[src/rtl/pc_unit.sv]
// Program counter for the fetch stage: sequential advance, jump load, and
// edge-triggered vectored interrupt entry with EPC save/restore on return.
module pc_unit #(
  parameter int unsigned     XLEN      = 32,
  parameter logic [XLEN-1:0] RESET     = '0,
  parameter int unsigned     NUM_IRQ   = 8,
  parameter logic [XLEN-1:0] TRAP_BASE = XLEN'('h100),
  parameter bit              VECTORED  = 1'b1
) (
  input  logic                 clk_i,
  input  logic                 rst_ni,
  output logic [XLEN-1:0]      pc_o,
  input  logic [XLEN-1:0]      pc_i,
  input  logic                 setPc_i,
  input  logic                 advance_i,
  input  logic [NUM_IRQ-1:0]   irq_i,
  input  logic [NUM_IRQ-1:0]   irqEnable_i,
  input  logic                 gie_i,
  input  logic                 mret_i,
  output logic [NUM_IRQ-1:0]   irqAck_o,
  output logic [(NUM_IRQ > 1 ? $clog2(NUM_IRQ) : 1)-1:0] irqCause_o,
  output logic [XLEN-1:0]      epc_o,
  output logic                 inHandler_o
);

  localparam int unsigned CW = (NUM_IRQ > 1) ? $clog2(NUM_IRQ) : 1;

  typedef enum logic {RUN, HANDLER} state_t;

  state_t              state;
  logic [NUM_IRQ-1:0]  irq_q;
  logic [NUM_IRQ-1:0]  pend;
  logic [NUM_IRQ-1:0]  req;
  logic [NUM_IRQ-1:0]  take_vec;
  logic [CW-1:0]       win;
  logic                bnd;
  logic                take;
  logic [XLEN-1:0]     target;
  logic [XLEN-1:0]     nxt;
  logic [XLEN-1:0]     vec_pc;

  // Target bits [1:0] are architecturally ignored.
  logic unused_pc_bits;
  assign unused_pc_bits = ^pc_i[1:0];

  assign req    = pend & irqEnable_i;
  assign bnd    = setPc_i | advance_i;
  assign target = {pc_i[XLEN-1:2], 2'b00};
  assign nxt    = setPc_i ? target : pc_o + XLEN'(4);
  assign take   = (state == RUN) && gie_i && (|req) && bnd;

  // NOTE: every always_comb output gets a default first so no latch is inferred.
  always_comb begin
    win = '0;
    // Scan downward so the lowest requesting index wins.
    for (int k = NUM_IRQ - 1; k >= 0; k--) begin
      if (req[k]) win = CW'(k);
    end
  end

  assign take_vec = take ? (NUM_IRQ'(1) << win) : '0;
  assign vec_pc   = TRAP_BASE + (VECTORED ? (XLEN'(win) << 2) : '0);

  assign inHandler_o = (state == HANDLER);

  // NOTE: sequential state uses non-blocking assignments only, so every
  // register samples the pre-edge values of its peers.
  always_ff @(posedge clk_i or negedge rst_ni) begin
    if (!rst_ni) begin
      state      <= RUN;
      pc_o       <= RESET;
      epc_o      <= '0;
      irqCause_o <= '0;
      irqAck_o   <= '0;
      irq_q      <= '0;
      pend       <= '0;
    end else begin
      irq_q    <= irq_i;
      // A fresh edge on the line being taken wins over the clear.
      pend     <= (pend & ~take_vec) | (irq_i & ~irq_q);
      irqAck_o <= take_vec;
      case (state)
        RUN: begin
          if (take) begin
            epc_o      <= nxt;
            irqCause_o <= win;
            pc_o       <= vec_pc;
            state      <= HANDLER;
          end else if (bnd) begin
            pc_o <= nxt;
          end
        end
        HANDLER: begin
          if (mret_i) begin
            pc_o  <= epc_o;
            state <= RUN;
          end else if (bnd) begin
            pc_o <= nxt;
          end
        end
        default: state <= RUN;
      endcase
    end
  end

endmodule

[config.mk]
export PLATFORM = sky130hd
export DESIGN_NAME = pc_unit
export DESIGN_NICKNAME = d
export VERILOG_FILES = /design/src/rtl/pc_unit.sv
export SDC_FILE = /design/constraint.sdc
export NUM_CORES = 1
export LEC_CHECK = 0
export ABC_CLOCK_PERIOD_IN_PS = 5100
export BUFFER_PORTS_ARGS = -buffer_cell sky130_fd_sc_hd__buf_2
export CAP_MARGIN = 25
export CORE_ASPECT_RATIO = 1.4
export CORE_MARGIN = 2
export CORE_UTILIZATION = 50
export CTS_CLUSTER_SIZE = 24
export DETAILED_ROUTE_END_ITERATION = 6
export PLACE_DENSITY = 0.76
export SYNTH_ARGS = -nofsm -noshare
export SYNTH_HDL_FRONTEND = slang
export SYNTH_SLANG_ARGS = --single-unit
[constraint.sdc]
create_clock -name clk_i -period 5.1 [get_ports clk_i]
set_input_delay 0.51 -clock clk_i [delete_from_list [all_inputs] [get_ports clk_i]]
set_output_delay 0.51 -clock clk_i [all_outputs]
set_load 0.03 [all_outputs]
==> results, run 1 <==
- The clock net sink count is 92.
- The top cell type's share of synthesized area is 44.8%.
- Traced cell by cell, the critical path runs through a22oi_1 -> nand4_1 -> nand2_1 -> buf_4 -> nand2_1 -> o41ai_1.
- The worst supply voltage drop on vdd is 239 uV.
- The later pin in the worst-skew pair is clocked with a latency of 0.34 ns.
- Counting every net in the synthesized netlist gives about 640.
- The TritonCTS clock tree is done.
- The number of antenna diodes in the final layout is 0.
- The maximum level of the CTS H-tree is 3.
- During synthesis, Yosys emitted a total of 0 warnings.
- For this run, design rule violations remaining after detail routing come to 0.
- In this run the worst hold path is classified as in -> async.
- In this run the worst path has a maximum fanout of 51.
- Summed over all nets, the half-perimeter wirelength after detailed placement is approximately 10000 um.
- The overall global routing resource usage is 26.2%.
- The cell leakage power is 2.82 nW.
- The routed layout has 4,871 vias.
- Setup repair after global routing left no endpoint under its margin.
- The count of unique library cells instantiated by Yosys is 54.
- After synthesis, the most frequently instantiated cells are 92 x dfrtp_1, 87 x nand2_1, 42 x o21ai_0, 34 x nor2_1, 33 x a21oi_1.
- Compared with the post-synthesis result, the final layout area differs by 20.0%.
- The count of nets left with antenna violations after detail routing is 0.
- The cell with the largest stage delay on the worst path is o41ai_1.
- The number of antenna violations at the first check in global routing came to 0.
- In the final timing run, aggregate negative setup slack is 0 ns.
- Synthesis produced 581 cells.
- Clock skew on the completed layout was measured at between 0.005 and 0.006 ns.
- Counting along the longest clock path gives a buffer depth of 2.
- Counting flops and latches in the post-synthesis netlist gives 92.
- The final non-filler cell area is 6160 um2.
- The net count reported at finish is 741.
- The non-filler instance count after layout is approximately 830.
- The largest total area in the synthesized netlist belongs to dfrtp_1.
- The end of the worst register-to-register path is pc_o[15].
- The layout has 875 filler cells.
- The number of optimization iterations in the first detailed-route pass is 5.
- The logic depth of the worst register-to-register path is 6.
- The die height is 124 um.
- After detailed routing, the average wire length per cell comes to 17.4 um.
- The first global-routing pass estimated 22,600 um of wire.
- Counting the buffers created by CTS gives 9.
- Hold repair after CTS inserted 0 buffers.
- The remaining max-slew budget at the tightest pin is 40.0%.
- The worst path buffer plus inverter count is 1.
- The standard cell area after detailed placement is 5820 um2.
- In this run, placement finished with an instance count of 809.
- Measured along the x axis, the die boundary spans between 80 and 90 um.
- The number of max-slew violations in the final report is 0.
- The combined area of all synthesized cells is ~5000 um2.
- The worst setup path is launched from a register.
- In this design, the stage delay of the slowest critical-path cell is about 0.47 ns.
- The initial core utilization is 51.6%.
- The run finished with clean final reports.
- The share of the clock period used by the worst path is 52.9%.
- The type of element capturing the critical path is a register.
- The ratio of routed vias to standard cells is 5.90.
- Setup violations remaining at the end of the flow were counted as 0.
- The average instance area after synthesis is 8.84 um2.
- The type of the worst setup path is reg -> reg.
- In this run the count of I/O pins placed on the die edge is 130.
- The smallest clock period supported by the final layout is computed as 2.70 ns.
- The startpoint of the worst register-to-register path is pend[0].
- Broken down by cell family, the worst path's largest delay share belongs to compound AO/OA/AOI/OAI gates.
- In the post-synthesis netlist, the biggest area contributors are dfrtp_1 45%, nand2_1 6.4%, o21ai_0 4.1%.
- The initialized floorplan defines 43 standard-cell rows.
- Yosys mapped a number of flops with a built-in enable equal to 0.
- The transition time at the pin with the least slew margin is 0.893 ns.
- In this run the post-CTS setup repair buffer count came out at 0.
- The standard cell core area is 9950 um2.
- The required time of the critical path is 5.32 ns.
- The fraction of layout instances using a drive strength above 1 is 23.2%.
- The register clock-pin slew on the reported worst setup and hold paths is 0.07 ns.
- The number of hold violations in the final report is 0.
- After the first detailed-routing iteration, the DRC count stood at 340.
- The maximum number of pins on one net before global-route repair is 64.
- The most common cell in the netlist is dfrtp_1.
- The floorplan die area is 11,100 um2.
- After global routing the overflow that remains totals 0.
- The final weighted congestion in routability-driven placement is 0.885.
- Of the synthesized area, sequential elements account for 44.8%.
- The count of input and output buffers is about 130.
- Once the clock tree was built, the resizer swapped 0 gates to a different size.
- The root buffer selected by CTS is clkbuf_16.
- After detailed routing, the total wire length is 14,400 um.
- Among all flip-flop cells after synthesis, the most frequent one is dfrtp_1.
- In this run the power density over the cells is 428 nW/um2.
- The number of global-route vias before repair is 4,603.
- STA puts the critical path data arrival time at 2.92 ns.
- In this design, the critical path's most frequently occurring cell is nand2_1.
- For flop-to-flop paths, the worst setup slack is between 2 and 2.5 ns.
- The maximum operating frequency is 370 MHz.
- Counting flops with an async set or reset pin after synthesis yields a share of between 90% and 100%.
- Max-cap violations in this run came to 0.
[report_power, final]
part | total [mW] | internal [mW] | switching [mW]
clock | 0.746 | 0.438 | 0.308
combinational | 0.840 | 0.274 | 0.567
sequential | 1.05 | 0.868 | 0.186
[state kept, by name (all words and copies together), names as in the netlist]
name,flops
inHandler_o,1
irq_q,8
pc_o,32
epc_o,32
irqAck_o,8
irqCause_o,3
pend,8
[cells in the final DEF (no fill, tap or decap), types with 2 or more instances in the layout]
cell type  count
a211oi_1       3
a21boi_0       2
a21oi_1       33
a221oi_1       2
a22o_1         5
a22oi_1        9
a32oi_1        2
a41oi_1        2
and2_1         5
and3_1         5
and4_1         5
buf_2        126
buf_4         10
bufinv_16      2
clkbuf_16      9
dfrtp_1       92
inv_1         17
inv_6          2
mux2i_1       18
nand2_1       87
nand2b_1      17
nand3_1       23
nand3b_1       3
nand4_1       22
nor2_1        34
nor2b_1        4
nor3_1        13
nor3b_1        3
nor4_1         8
o2111ai_1      2
o211ai_1       3
o21ai_0       42
o22ai_1        3
o311ai_0       5
o31a_1         3
o31ai_1        8
or2_2          2
or4_4          2
xnor2_1       18
xor2_1        22
[area by class of cell]
class	instances	area, um2	share of cell area, %
timing repair buffer	136	706	11.5
sequential	92	2300	37.4
inverter	17	63.8	1.04
multi-input combinational	430	2590	42.1
clock buffer	9	225	3.65
tap	135	169	2.74
clock inverter	7	105	1.71
[worst register-to-register path, stage by stage, from the launching register on]
cell and delay (ns):
dfrtp_1 0.42, a22oi_1 0.44, nand4_1 0.27, nand2_1 0.13
buf_4 0.45, nand2_1 0.40, o41ai_1 0.47
[worst max path at each step]
| stage | start | endpoint | depth (start not counted) |
|---|---|---|---|
| 2_1_floorplan | pc_o[2] | epc_o[28] | 7 |
| 3_3_place_gp | advance_i | epc_o[18] | 8 |
| 3_5_place_dp | advance_i | epc_o[18] | 8 |
| 4_1_cts | advance_i | epc_o[18] | 8 |
| 5_1_grt | pend[0] | pc_o[15] | 6 |
| 6_report | pend[0] | pc_o[15] | 6 |
[metal layers]
metal	vias up	wire length [um]	track usage, %
li1	2272	-	-
met1	2384	5780	33.4
met2	175	7330	43.2
met3	40	824	5.30
met4	0	462	10.4
met5	-	0	0
[stage by stage]
step / setup WS, ns / hold WS (ns) / total power, mW / utilization (%)
floorplan: 2.54 / 0.214 / 1.61 / -
global placement: 1.92 / 0.411 / 1.87 / 58.5
detailed placement: 1.92 / 0.417 / 1.90 / 58.5
CTS: 2.29 / 0.116 / 2.64 / 61.8
global route: 2.21 / 0.124 / 2.77 / 61.9
finish: 2.40 / 0.0986 / 2.64 / 61.9
[logic make-up after synthesis]
family / Yosys count / share of synthesized area (%)
buffers and inverters: 59 / 4.70
and+or+nand+nor: 236 / 22.9
adders and majority gates: 1 / 0.244
muxes: 19 / 3.73
AOI/OAI and AO/OA: 134 / 16.8
DFF: 92 / 44.8
xor gates and xnor gates: 40 / 6.82
(Power assumes the default switching activity.)
==> run 2: changes to the inputs <==
Settings changed: ABC_AREA set to 1, ABC_CLOCK_PERIOD_IN_PS 5100 to 2750.
Clock period 5.1 ns to 2.75 ns, I/O delays scaled along.
==> run 2 against run 1 <==
  * Area after synthesis is 1.3% lower
  * Sequential share of layout area up 0.38 points
  * Power is 81% higher
  * Maximum frequency up 37%
==> results, run 2 <==
- The flow ran to the end, and the final reports show no timing, DRC or antenna violations.
- Once the clock tree was built, the resizer swapped 0 gates to a different size.
- The synthesized design contains 0 enable-type register cells.
- The detailed router's first-iteration violation count is between 300 and 400.
- The overall global routing resource usage is 26.5%.
- The startpoint of the worst hold path is irq_i[7].
- Synthesis produced 687 cells.
- The type of the worst setup path is reg -> reg.
- The end of the worst register-to-register path is pc_o[3].
- The hold buffer count at cts is 1.
- The xor and xnor fraction of the mapped netlist area is 0%.
- The maximum number of pins on one net before global-route repair is 93.
- TritonCTS built the clock tree.
- The post-synthesis sequential area ratio is 45.4%.
- The number of max-slew violations in the final report is 0.
- The origin of the worst setup path is pend[2].
- After routing the design area is 6100 um2.
- The maximum operating frequency is 506 MHz.
- Synthesis inferred 92 register bits.
- The top cell type's share of synthesized area is between 40% and 50%.
- In the final layout, the registers with the most flip-flops are epc_o x32, pc_o x32.
- The type of element capturing the critical path is a register.
- The final wirelength is 14,100 um.
- On the final layout, the worst clock skew is 0.00723 ns.
- Data on the critical path is required at its endpoint by 3.01 ns.
- The final layout contains 863 nets.
- The fraction of layout instances using a drive strength above 1 is 23.9%.
- The synthesis-to-finish area growth is 20.3%.
- The net load switching power is 1.99 mW.
- The maximum fanout count along the critical path is 55.
- The number of global-route vias before repair is a little under 5k.
- After legalization and detailed placement, the total HPWL measured 10,000 um.
- Counting flops with an async set or reset pin after synthesis yields a share of 100%.
- The final setup violation count is 0.
- The switching fraction of total power is 41.6%.
- The final weighted congestion in routability-driven placement is 1.00.
- The average instance in the mapped netlist occupies between 7 and 8 um2.
- The buffer count from post-CTS setup fixing is 0.
- The fraction of power consumed by sequential logic is 39.4%.
- Headroom to the max-slew limit came out at between 30 and 40%.
- The number of inserted diodes is 0.
- For hold timing, the worst endpoint is irq_q[7].
- The register-to-register setup slack is 0.77 ns.
- The main combinational cell family by area after synthesis is simple AND/OR/NAND/NOR gates.
- The utilization after layout is 61.6%.
- The worst supply voltage drop on vdd is 547 uV.
- Dividing the final minimum period by the clock period gives between 70% and 80%.
- The transition time at the pin with the least slew margin is about 0.9 ns.
- The first TritonRoute pass finished after 6 iterations.
- The number of hold violations in the final report is 0.
- For this run, design rule violations remaining after detail routing come to 0.
- The count of unique library cells instantiated by Yosys is 31.
- Sorting the synthesized cells by area gives the leading types as dfrtp_1 45%, nand2_1 19%, nand3_1 6.0%.
- The floorplan die area is between 10,000 and 15,000 um2.
- The maximum level of the CTS H-tree is 3.
- In this run the clock root is driven by a clkbuf_16.
- The average routed wire per standard cell is 14.9 um.
- The startpoint of the worst register-to-register path is pend[2].
- After Yosys synthesis, and, or, nand and nor cells account for a little under two fifths of the synthesized area.
- The die is 123 um tall.
- The share of total power dissipated in combinational logic is 34.0%.
- The logic depth of the worst register-to-register path is 8.
- The standard cell core area is between 9000 and 10,000 um2.
- The power density over the cells is 785 nW/um2.
- Pin placement for this block handled between 100 and 150 I/O pins.
- The synthesized netlist devotes 0.247% of its cell area to adder and majority cells.
- The overall die width is between 80 and 90 um.
- For this run, the leading register cell type out of synthesis is dfrtp_1.
- After clock tree synthesis, the clock-pin slew on the worst setup and hold paths is 0.07 ns.
- Clock tree synthesis inserted a total of 9 buffers.
- Setup repair after global routing left no endpoint under its margin.
- The ratio of routed vias to standard cells is about 5.2.
- The internal power component is approximately 2.8 mW.
- The standard cell area after detailed placement is 5790 um2.
- By count the netlist is led by 252 x nand2_1, 92 x dfrtp_1, 62 x inv_1, 61 x nand3_1, 60 x nor2_1.
- STA classifies the critical path startpoint as a register.
- The first global-routing pass estimated 22,500 um of wire.
- The part of the power in the clock network is 26.6%.
- The later-pin clock latency in the skew report is 0.35 ns.
- The endpoint arrival time on the critical path is approximately 2.2 ns.
- The floorplan has 43 rows.
- The largest total area in the synthesized netlist belongs to dfrtp_1.
- The worst path needs 1.98 ns of the cycle, external delays included.
- Leaving out fill and tap cells, the most frequent cell in the layout is nand2_1.
- The total negative slack for setup checks is 0 ns.
- CTS saw 92 sinks.
- The path class of the tightest hold or removal check is in -> reg.
- nand2_1 is the most common cell in the netlist.
- After global routing the overflow that remains totals 0.
- Hold timing on the final database bottoms out at a slack of roughly 0.044 ns.
- The maximum number of buffers from clock root to sink is 2.
- The number of antenna violations at the first check in global routing is 0.
- Across the run, the number of max-cap violations was 0.
- The number of stages on the worst hold path is 1.
- Summing the areas of all compound-gate instances in the mapped netlist gives between 10 and 15% of the synthesized area.
- The total number of yosys warnings is 0.
- For this block, the via count after detailed routing is 4,959.
- The initial core utilization is between 50% and 60%.
- The top cell types in the final layout, fill and taps aside, are 252 x nand2_1, 126 x buf_2, 92 x dfrtp_1.
- The cell leakage power is 3.23 nW.
- Synthesis produced a netlist with a net count of 742.
- The count of nets left with antenna violations after detail routing is 0.
- The count of input and output buffers is 127.
- The share of synthesized area spent on multiplexers is 0%.
- Total power for the finished layout comes to 4.79 mW.
- The synthesized netlist occupies a cell area of 5070 um2.
[run 2: cell types whose count changed in the layout (fill, tap and decap cells not counted), moves of 19 or more]
cell / change
nand2_1: +165
nor2_1: +26
nand3_1: +38
inv_1: +45
xor2_1: -22
nand4_1: -19
a31oi_1: +23
[run 2: cell type report]
cell class                 instances  area (um2)
fill                             963        3800
multi-input combinational        506        2390
sequential                        92        2300
timing repair buffer             132         691
inverter                          67         251
clock buffer                       9         225
tap                              135         169
clock inverter                     7        75.1
[run 2: power groups by stage]
stage	Sequential, mW	Clock (mW)	Combinational, mW
final	1.88	1.27	1.63
after global routing	1.92	1.34	1.79
after CTS	1.88	1.29	1.64
after detailed placement	1.90	0	1.63
after global placement	1.89	0	1.60
after floorplan	2.34	0	0.671
[run 2: kinds of logic after synthesis]
group,after synthesis
flops,92
simple gates,416
fa+ha+maj,1
compound gates,89
buf+inv,89
[run 2: worst max-delay path by stage]
stage,to,slack (ns)
3_3_place_gp,pc_o[3],0.80
4_1_cts,epc_o[25],0.77
3_5_place_dp,epc_o[25],0.78
5_1_grt,pc_o[3],0.54
2_1_floorplan,pc_o[30],1.02
6_report,pc_o[3],0.77
[run 2: layer usage]
layer	global-route usage, %	wire length, um
met1	30.1	5430
met2	47.3	7430
met3	4.87	850
met4	12.2	420
met5	0	0
[run 2: stage by stage]
stage,std cells,worst slack [ns]
finish,948,0.773
floorplan,687,1.02
CTS,948,0.773
global route,948,0.541
global placement,931,0.795
detailed placement,931,0.775
[run 2: worst max-delay path, cell delays in order (launching register included)]
cell and delay, ns:
dfrtp_1 0.35, nand2_1 0.09, nand2_1 0.13, nor2_4 0.05, nand2_1 0.10, nand2_4 0.14
inv_2 0.70, nand2_1 0.17, o211ai_1 0.13
==> run 3: changes to the inputs <==
Settings changed: ABC_CLOCK_PERIOD_IN_PS 2750 to 1900.
Clock period 2.75 ns to 1.9 ns, I/O delays scaled along.
==> run 3 against run 2 <==
  * Sequential cell count unchanged
  * Wire length up 4.7%
  * Via count increased by 3.1%
==> results, run 3 (same netlist as run 2, synthesis figures left out) <==
- The TritonCTS clock tree is done.
- For the worst-skew pair, the clock arrives at the later sink with an insertion delay of 0.35 ns.
- The required time of the critical path is about 2.2 ns.
- For this run the aggregate overflow at the end of global routing stands at 0.
- After filler insertion, the fill cell instance count of the layout stands at 921.
- The first global-routing pass estimated around 23,000 um of wire.
- The worst-case clock skew is ~0.0083 ns.
- The minimum hold slack is 0.0339 ns.
- The initial core utilization is about half.
- The floorplan step defined a core boundary enclosing 9900 um2.
- The maximum number of buffers from clock root to sink is 2.
- The pre-antenna-repair detailed-routing pass consisted of 5 iterations.
- The number of buffers created by CTS is 9.
- The number of antenna diodes in the final layout is 0.
- The startpoint identified for the worst register-to-register timing path is pend[0].
- The cell count after placement is 938.
- The die covers 11,000 um2.
- By startpoint and endpoint, the worst setup path is classified as reg -> reg.
- The share of the clock period used by the worst path is roughly nine tenths.
- Following the worst setup path forward leads to its endpoint at pc_o[5].
- For this block, the via count after detailed routing is between 5k and 6k.
- The power density over the cells is 1120 nW/um2.
- Setup repair after global routing left no endpoint under its margin.
- The path class of the lowest-slack min-delay path is in -> reg.
- The root buffer selected by CTS is clkbuf_16.
- In this run the critical register-to-register path is captured at pc_o[5].
- The congestion estimate from routability-driven global placement came to around 0.97.
- For flop-to-flop paths, the worst setup slack is ~0.16 ns.
- The clock net sink count is between 90 and 100.
- The library cell used most frequently in the layout, excluding fill and tap cells, is nand2_1.
- At the end of the flow the core is filled with cells to 63.6%.
- Setup violations remaining at the end of the flow were counted as 0.
- The number of antenna violations at the first check in global routing is 0.
- Dividing the detail-routed via count by the number of cells gives ~5.3.
- The number of max-slew violations in the final report came to 0.
- Entering global routing, the biggest net connects 44 pins.
- After the last flow step, the layout net total stands at 882.
- The average routed wire per standard cell is 15.3 um.
- The overall die width is approximately 90 um.
- The startpoint class of the critical path is a register.
- The endpoint arrival time on the critical path is 2.01 ns.
- For the final routed database, the setup TNS stands at 0 ns.
- The number of placement rows is 43.
- The worst path in the final design needs a cycle of 1.74 ns, including I/O delays and setup.
- The number of placed I/O pins is 130.
- Max-cap violations in this run came to 0.
- The count of input and output buffers is 127.
- The origin of the worst setup path is pend[0].
- The run finished with clean final reports.
- The number of global-route vias before repair came to 4,991.
- The cell leakage power is between 3 and 4 nW.
- The library cells used most frequently in the layout, excluding fill and tap cells, are 252 x nand2_1, 126 x buf_2, 90 x dfrtp_1.
- The count of nets left with antenna violations once routing finished came out at 0.
- The final wirelength is 14,800 um.
- The logic depth of the worst register-to-register path is 9.
- The maximum operating frequency is between 500 and 600 MHz.
- In the final layout, flip-flops and latches occupy 2300 um2.
- STA classifies the critical path endpoint as a register.
- The worst supply voltage drop on vdd is a little over 600 uV.
- The register clock-pin slew on the reported worst setup and hold paths is 0.07 ns.
- The detailed router finished its first iteration with between 300 and 400 violations.
- From bottom edge to top edge, the die measures between 100 and 150 um.
- For the pin with the worst max-slew slack, the measured transition is 0.608 ns.
- The maximum level of the CTS H-tree is 3.
- The remaining routing DRC violations is 0.
- The largest registers in the layout are epc_o x32, pc_o x32.
- The non-filler instance count after layout is 967.
- Of the cells placed in the final design, the portion with a size suffix greater than 1 is 25.0%.
- The remaining max-slew budget at the tightest pin is 59.4%.
- The detailed placement HPWL is between 10,000 and 15,000 um.
- The synthesis-to-finish area growth is 24.3%.
- The maximum fanout count along the critical path is 28.
- Summing all multi-input logic gate instances after layout gives 2400 um2.
- In the global route stage, overall resource usage came out at 27.6%.
- The number of hold violations in the final report was 0.
## run 3: cell count changes in the layout (fill, tap and decap cells not counted), moves of 2 or more
cell,delta
clkinvlp_4,+2
dlygate4sd3_1,+8
dfrtp_2,+2
clkinv_2,-2
dfrtp_1,-2
buf_4,+10
## run 3: critical path, cell delays in order (launching register included)
cell and delay, ns:
dfrtp_1 0.40, nand2_2 0.11, nand2_2 0.09, nor2_4 0.14, nand2_1 0.11, nand2_4 0.10, nand2_4 0.22, inv_1 0.22
o21ai_0 0.11, o22ai_1 0.15
## run 3: layer usage
metal	global-route usage, %	up-vias	share of wire (%)
met2	48.3	215	52
met4	11.7	0	3.5
met3	5.74	35	6.4
li1	-	2480	-
met1	32.2	2384	39
met5	0	-	0
## run 3: worst min-delay path by stage
stage            from     endpoint  cells past startpoint
2_1_floorplan  rst_ni     epc_o[0]                      0
3_3_place_gp   rst_ni    epc_o[13]                      1
3_5_place_dp   rst_ni     pc_o[13]                      1
4_1_cts        mret_i  inHandler_o                      2
5_1_grt        mret_i  inHandler_o                      2
6_report       mret_i  inHandler_o                      2
## run 3: timing repair
| action | in CTS | in global routing |
|---|---|---|
| hold buffers | 9 | 0 |
| buffers inserted | 0 | 4 |
| gates resized for setup | 0 | 4 |
| hold endpoints to repair | 49 | 0 |
| setup endpoints to repair | 0 | 4 |
## run 3: final cells by class
class	instances	share of cell area, %
clock inverters	6	1.13
flip-flops and latches	92	36.6
clock buffers	10	3.79
multi-input cells	506	38.1
well taps	135	2.68
inverters	67	3.99
repair buffers	151	13.7
## run 3: where the power goes
group	switching (mW)	internal (mW)
Combinational	1.73	0.741
Clock	0.792	1.06
Sequential	0.396	2.34
Total	2.91	4.15
## run 3: stage by stage
stage               worst slack, ns  area [um2]  total power [mW]
finish                        0.155        6300              7.06
global route                0.00517        6300              7.44
CTS                           0.122        6250              7.03
detailed placement            0.186        5850              5.15
global placement              0.220        5850              5.09
floorplan                     0.169        5070              4.36
